$ cat config.mk
export PLATFORM = sky130hd
export DESIGN_NAME = arith_sched_ctrl
export DESIGN_NICKNAME = d
export VERILOG_FILES = /design/src/rtl/arith_sched_ctrl_pkg.sv /design/src/rtl/arith_div_iter.sv /design/src/rtl/arith_sched_ctrl.sv
export SDC_FILE = /design/constraint.sdc
export NUM_CORES = 1
export LEC_CHECK = 0
export BUFFER_PORTS_ARGS = -buffer_cell sky130_fd_sc_hd__buf_2
export CORE_MARGIN = 3
export CORE_UTILIZATION = 29
export DETAILED_ROUTE_END_ITERATION = 6
export PLACE_DENSITY = 0.45
export RECOVER_POWER = 100
export SLEW_MARGIN = 20
export SYNTH_ARGS = -nofsm -noshare
export SYNTH_HDL_FRONTEND = slang
export SYNTH_SLANG_ARGS = --single-unit
export TNS_END_PERCENT = 50
$ cat constraint.sdc
create_clock -name i_clk -period 3.8 [get_ports i_clk]
set_input_delay 0.76 -clock i_clk [delete_from_list [all_inputs] [get_ports i_clk]]
set_output_delay 0.76 -clock i_clk [all_outputs]
set_load 0.02 [all_outputs]
$ cat src/rtl/arith_sched_ctrl_pkg.sv
// Shared definitions for the two-channel arithmetic scheduler:
// opcode and FSM state encodings plus the default datapath width.
package arith_sched_ctrl_pkg;

   localparam int unsigned DEF_DATA_W = 8;

   typedef enum logic [1:0] {
      OP_ADD = 2'd0,
      OP_SUB = 2'd1,
      OP_MUL = 2'd2,
      OP_DIV = 2'd3
   } op_e;

   typedef enum logic [1:0] {
      IDLE,
      EXEC,
      DIV,
      RESP
   } state_e;

endpackage

$ cat src/rtl/arith_div_iter.sv
// Iterative unsigned restoring divider, one quotient bit per clock.
// The first bit is resolved on the start edge so the quotient is ready DATA_W edges after start.
module arith_div_iter #(
   parameter int unsigned DATA_W = 8
) (
   input  logic              i_clk,
   input  logic              i_rst_n,
   input  logic              i_start,
   input  logic [DATA_W-1:0] i_a,
   input  logic [DATA_W-1:0] i_b,
   output logic              o_done,
   output logic [DATA_W-1:0] o_quotient
);

   localparam int unsigned CNT_W = $clog2(DATA_W + 1);
   localparam logic [CNT_W-1:0] LAST = CNT_W'(DATA_W);

   logic [DATA_W:0]   rem_q;
   logic [DATA_W-1:0] quo_q;
   logic [DATA_W-1:0] dvs_q;
   logic [CNT_W-1:0]  cnt_q;
   logic              busy_q;

   logic [DATA_W:0]   src_rem;
   logic [DATA_W-1:0] src_quo;
   logic [DATA_W-1:0] src_dvs;
   logic [DATA_W:0]   shifted;
   logic [DATA_W:0]   trial;
   logic [DATA_W:0]   rem_n;
   logic [DATA_W-1:0] quo_n;

   // The dividend shifts out of quo while quotient bits shift in behind it.
   always_comb begin
      src_rem = i_start ? '0  : rem_q;
      src_quo = i_start ? i_a : quo_q;
      src_dvs = i_start ? i_b : dvs_q;
      shifted = {src_rem[DATA_W-1:0], src_quo[DATA_W-1]};
      trial   = shifted - {1'b0, src_dvs};
      if (!trial[DATA_W]) begin
         rem_n = trial;
         quo_n = {src_quo[DATA_W-2:0], 1'b1};
      end else begin
         rem_n = shifted;
         quo_n = {src_quo[DATA_W-2:0], 1'b0};
      end
   end

   always_ff @(posedge i_clk or negedge i_rst_n) begin
      if (!i_rst_n) begin
         rem_q  <= '0;
         quo_q  <= '0;
         dvs_q  <= '0;
         cnt_q  <= '0;
         busy_q <= 1'b0;
      end else if (i_start) begin
         rem_q  <= rem_n;
         quo_q  <= quo_n;
         dvs_q  <= i_b;
         cnt_q  <= CNT_W'(1);
         busy_q <= 1'b1;
      end else if (busy_q) begin
         if (cnt_q == LAST) begin
            busy_q <= 1'b0;
         end else begin
            rem_q <= rem_n;
            quo_q <= quo_n;
            cnt_q <= cnt_q + CNT_W'(1);
         end
      end
   end

   assign o_done     = busy_q && (cnt_q == LAST);
   assign o_quotient = quo_q;

endmodule

$ cat src/rtl/arith_sched_ctrl.sv
// Two-channel round-robin request scheduler in front of a single ALU
// (add/sub/mul single cycle, iterative divide) with a held response port.
module arith_sched_ctrl
   import arith_sched_ctrl_pkg::*;
#(
   parameter int unsigned DATA_W = DEF_DATA_W
) (
   input  logic              i_clk,
   input  logic              i_rst_n,
   input  logic [1:0]        i_req_valid,
   output logic [1:0]        o_req_ready,
   input  logic [1:0]        i_req_op0,
   input  logic [1:0]        i_req_op1,
   input  logic [DATA_W-1:0] i_req_a0,
   input  logic [DATA_W-1:0] i_req_b0,
   input  logic [DATA_W-1:0] i_req_a1,
   input  logic [DATA_W-1:0] i_req_b1,
   output logic              o_rsp_valid,
   input  logic              i_rsp_ready,
   output logic [DATA_W-1:0] o_rsp_result,
   output logic              o_rsp_id,
   output logic              o_rsp_err,
   output logic              o_busy
);

   state_e            state_q, state_d;
   logic              ptr_q;
   op_e               op_q;
   logic [DATA_W-1:0] a_q, b_q;
   logic              id_q;

   logic [1:0]        grant;
   logic              accept;
   logic              grant_id;
   op_e               req_op;
   logic [DATA_W-1:0] req_a, req_b;
   logic              div_start, div_done;
   logic [DATA_W-1:0] div_quo;
   logic [DATA_W-1:0] exec_res;
   logic              exec_err;

   // Only IDLE grants; ptr names the channel favoured when both request.
   always_comb begin
      grant = '0;
      if (state_q == IDLE) begin
         case (i_req_valid)
            2'b01:   grant = 2'b01;
            2'b10:   grant = 2'b10;
            2'b11:   grant = ptr_q ? 2'b10 : 2'b01;
            default: grant = '0;
         endcase
      end
   end

   assign o_req_ready = grant;
   assign accept      = |grant;
   assign grant_id    = grant[1];
   assign req_op      = op_e'(grant_id ? i_req_op1 : i_req_op0);
   assign req_a       = grant_id ? i_req_a1 : i_req_a0;
   assign req_b       = grant_id ? i_req_b1 : i_req_b0;
   assign div_start   = accept && (req_op == OP_DIV) && (req_b != '0);

   always_comb begin
      state_d = state_q;
      case (state_q)
         IDLE:    if (accept) state_d = div_start ? DIV : EXEC;
         EXEC:    state_d = RESP;
         DIV:     if (div_done) state_d = RESP;
         RESP:    if (i_rsp_ready) state_d = IDLE;
         default: state_d = IDLE;
      endcase
   end

   // A divide reaching EXEC can only be the divide-by-zero case.
   always_comb begin
      exec_res = '0;
      exec_err = 1'b0;
      case (op_q)
         OP_ADD:  exec_res = a_q + b_q;
         OP_SUB:  exec_res = a_q - b_q;
         OP_MUL:  exec_res = a_q * b_q;
         default: begin
            exec_res = '1;
            exec_err = 1'b1;
         end
      endcase
   end

   always_ff @(posedge i_clk or negedge i_rst_n) begin
      if (!i_rst_n) begin
         state_q      <= IDLE;
         ptr_q        <= 1'b0;
         op_q         <= OP_ADD;
         a_q          <= '0;
         b_q          <= '0;
         id_q         <= 1'b0;
         o_rsp_result <= '0;
         o_rsp_id     <= 1'b0;
         o_rsp_err    <= 1'b0;
      end else begin
         state_q <= state_d;
         if (accept) begin
            ptr_q <= ~grant_id;
            op_q  <= req_op;
            a_q   <= req_a;
            b_q   <= req_b;
            id_q  <= grant_id;
         end
         if (state_q == EXEC) begin
            o_rsp_result <= exec_res;
            o_rsp_err    <= exec_err;
            o_rsp_id     <= id_q;
         end else if ((state_q == DIV) && div_done) begin
            o_rsp_result <= div_quo;
            o_rsp_err    <= 1'b0;
            o_rsp_id     <= id_q;
         end
      end
   end

   assign o_rsp_valid = (state_q == RESP);
   assign o_busy      = (state_q != IDLE);

   arith_div_iter #(
      .DATA_W(DATA_W)
   ) u_div (
      .i_clk      (i_clk),
      .i_rst_n    (i_rst_n),
      .i_start    (div_start),
      .i_a        (req_a),
      .i_b        (req_b),
      .o_done     (div_done),
      .o_quotient (div_quo)
   );

endmodule

==> results.json <==
{
  "dp_hpwl_um": 10800,
  "place_congestion": 0.812,
  "io_pins": 55,
  "io_buffer_count": 54,
  "htreeDepth": 3,
  "final_cells": 880,
  "core_area_sq_mm": 0.0161,
  "synth_seq_area_share_pct": 31.8,
  "final_common_cell": "buf_4",
  "timing.hold.ws_ns": 0.500,
  "cts_sinks": 61,
  "drt_wl_total_um": 13600,
  "antenna_found_initial": 0,
  "grt_start_max_net_pins": 48,
  "setup_viol": 0,
  "final_cell_mix": "buf_4, nand2_1, dfrtp_1",
  "yosysWarnings": 0,
  "drive_gt1_share_pct": 29.8,
  "insertion_delay_ns": 0.33,
  "synth_edf_count": 0,
  "crit_fanout": 4,
  "hold_depth": 1,
  "period_share_pct": 97.1,
  "die_h_um": 135,
  "synth_cell_types": 61,
  "synth.avg_cell_area_sq_um": 8.95,
  "cts_tree": "done",
  "violations": "max-capacitance violations, max-slew violations",
  "start_util_pct": 29.9,
  "drtIter0Drc": 182,
  "hold_buffers": 0,
  "cts_made_buffers": 9,
  "synth_seq_cells": 61,
  "ant_nets": 0,
  "finClkSkew_ns": 0.00766,
  "yosysTopAreaCell": "dfrtp_1",
  "rsz0062_at_grt": "true",
  "crit_arrival_ns": 3.88,
  "die_area_sq_mm": 0.0181,
  "synth-async-reset-ratio_pct": 100,
  "syn-cell-area_sq_mm": 0.00479,
  "fp.dieW_um": 135,
  "drc_errors": 0,
  "tightestPinTransition_ns": 2.60,
  "area_delta_synth_final_pct": 32.5,
  "drtPass1Iterations": 4,
  "nFillCells": 1641,
  "grt_pass1_vias": 4247,
  "final_nets": 754,
  "synth_area_leaders": "dfrtp_1, ha_1, fa_1, nand2_1, mux2i_1",
  "synth_top_area_share_pct": 31.8,
  "cp-start-kind": "register",
  "grt_pass1_wl_um": 22200,
  "slew_headroom_pct": -73.1,
  "clock.fmax_mhz": 271,
  "drv_slew": 48,
  "num_rows": 46,
  "r2r-start": "b_q[2]$_DFFE_PN0P_",
  "cp-end-kind": "register",
  "hold_violations": 0,
  "timing_worst_setup_path_type": "register to register",
  "reg2reg_depth": 16,
  "syn_inst": 536,
  "vias": 4154,
  "period_minus_slack_ns": 3.69,
  "diodes": 0,
  "hold_path_class": "register to register",
  "placed_area_sq_mm": 0.00579,
  "ys_dominant_reg_cell": "dfrtp_1",
  "r2r_end": "o_rsp_result[7]$_DFFE_PN0P_",
  "placed_cells": 851,
  "vias_per_cell": 4.72,
  "outcome": "complete, but fails checks",
  "cts_root_buf": "clkbuf_16",
  "ctsLongestPathBuffers": 2,
  "track_usage_pct": 15.5,
  "routedWlPerCell_um": 15.5,
  "design_area_sq_mm": 0.00635,
  "syn_nets": 631,
  "clk_pin_slew_worst_paths_ns": 0.06,
  "reg2reg_slack_ns": 0.11,
  "min_from": "id_q$_DFFE_PN0P_",
  "crit_required_ns": 3.99,
  "min_to": "o_rsp_id$_DFFE_PN0P_",
  "overflow": 0,
  "maxCapViolCount": 1
}
[how the worst max path moves through the flow]
stage	startpoint	to	slack, ns
finish	b_q[2]$_DFFE_PN0P_	o_rsp_result[7]$_DFFE_PN0P_	0.11
global route	b_q[2]$_DFFE_PN0P_	o_rsp_result[7]$_DFFE_PN0P_	-0.06
CTS	a_q[2]$_DFFE_PN0P_	o_rsp_result[7]$_DFFE_PN0P_	0.003
detailed placement	i_req_valid[0]	u_div.rem_q[4]$_DFFE_PN0P_	-0.30
global placement	i_req_valid[0]	u_div.rem_q[4]$_DFFE_PN0P_	-0.32
floorplan	i_req_b1[7]	u_div.rem_q[2]$_DFFE_PN0P_	0.007
[state kept, by name, summed over array words and instances (netlist names)]
register and flops:
a_q 8, b_q 8, u_div.dvs_q 8, o_rsp_result 8, ptr_q 1, u_div.o_quotient 8
state_q 2, o_rsp_id 1, op_q 2, u_div.rem_q 8, u_div.busy_q 1, o_rsp_err 1
u_div.cnt_q 4, id_q 1
[synthesized netlist by cell type (3+ instances only)]
cell type  number
nand2_1        74
and3_1         13
nor2b_1         6
dfrtp_1        61
nand3_1         4
fa_1           14
clkbuf_1       14
nor3_1          7
o21ai_0        41
inv_1          55
buf_2           5
o221ai_1        7
nor4_1          4
xnor2_1        24
nor2_1         26
a221o_1         6
o211ai_1        3
a21o_1          5
mux2i_1        27
a31oi_1         8
and2_1         18
xor2_1          6
ha_1           40
a21oi_1        19
[through the flow]
stage / setup slack, ns / util, % / setup TNS, ns
2_1_floorplan: 0.00718 / - / 0
3_3_place_gp: -0.317 / 36.1 / -2.16
3_5_place_dp: -0.300 / 36.1 / -2.15
4_1_cts: 0.00349 / 38.3 / 0
5_1_grt: -0.0625 / 39.6 / -0.100
6_report: 0.109 / 39.6 / 0
[cell families after synthesis]
kind of cell,Yosys count,share of synthesized area (%)
AO/OA/AOI/OAI,113,15.8
XOR/XNOR,32,6.42
adder cells (fa/ha/maj),54,16.3
buffers and inverters,79,6.65
flip-flops,61,31.8
multiplexers,29,6.11
AND/OR/NAND/NOR,168,16.9
[cell type report]
class / count / area (sq um) / area share (%)
well taps: 216 / 270 / 4.25
inverters: 55 / 206 / 3.25
repair buffers: 136 / 920 / 14.5
flip-flops and latches: 61 / 1530 / 24.1
clock buffers: 11 / 243 / 3.82
multi-input cells: 396 / 3130 / 49.3
clock inverters: 5 / 50.0 / 0.788
[per-layer routing]
| layer | track usage (%) | vias up | wire, um |
|---|---|---|---|
| met5 | 0 | - | 0 |
| met4 | 4.92 | 0 | 147 |
| met3 | 2.16 | 11 | 278 |
| met2 | 26.5 | 51 | 6830 |
| met1 | 20.4 | 2003 | 6350 |
| li1 | - | 2089 | - |
[worst max-delay path, stage by stage, from the launching register on]
cell and delay (ns):
dfrtp_1 0.40, buf_6 0.14, nand2_2 0.06, fa_2 0.39, inv_2 0.06, fa_1 0.40
ha_1 0.28, inv_1 0.05, fa_1 0.53, inv_1 0.07, ha_4 0.21, a21o_1 0.16
a21oi_2 0.15, xnor3_1 0.23, xnor3_1 0.20, o221ai_2 0.13, o21ai_1 0.08
[what timing repair did]
action | CTS | global route
pin swaps | 6 | 21
buffers inserted | 4 | 9
setup endpoints to repair | 10 | 10
resized for setup | 10 | 33
Power is left out: the tool's default activity adds up to more than one toggle a clock period on the data nets, which glitch-free logic cannot reach.
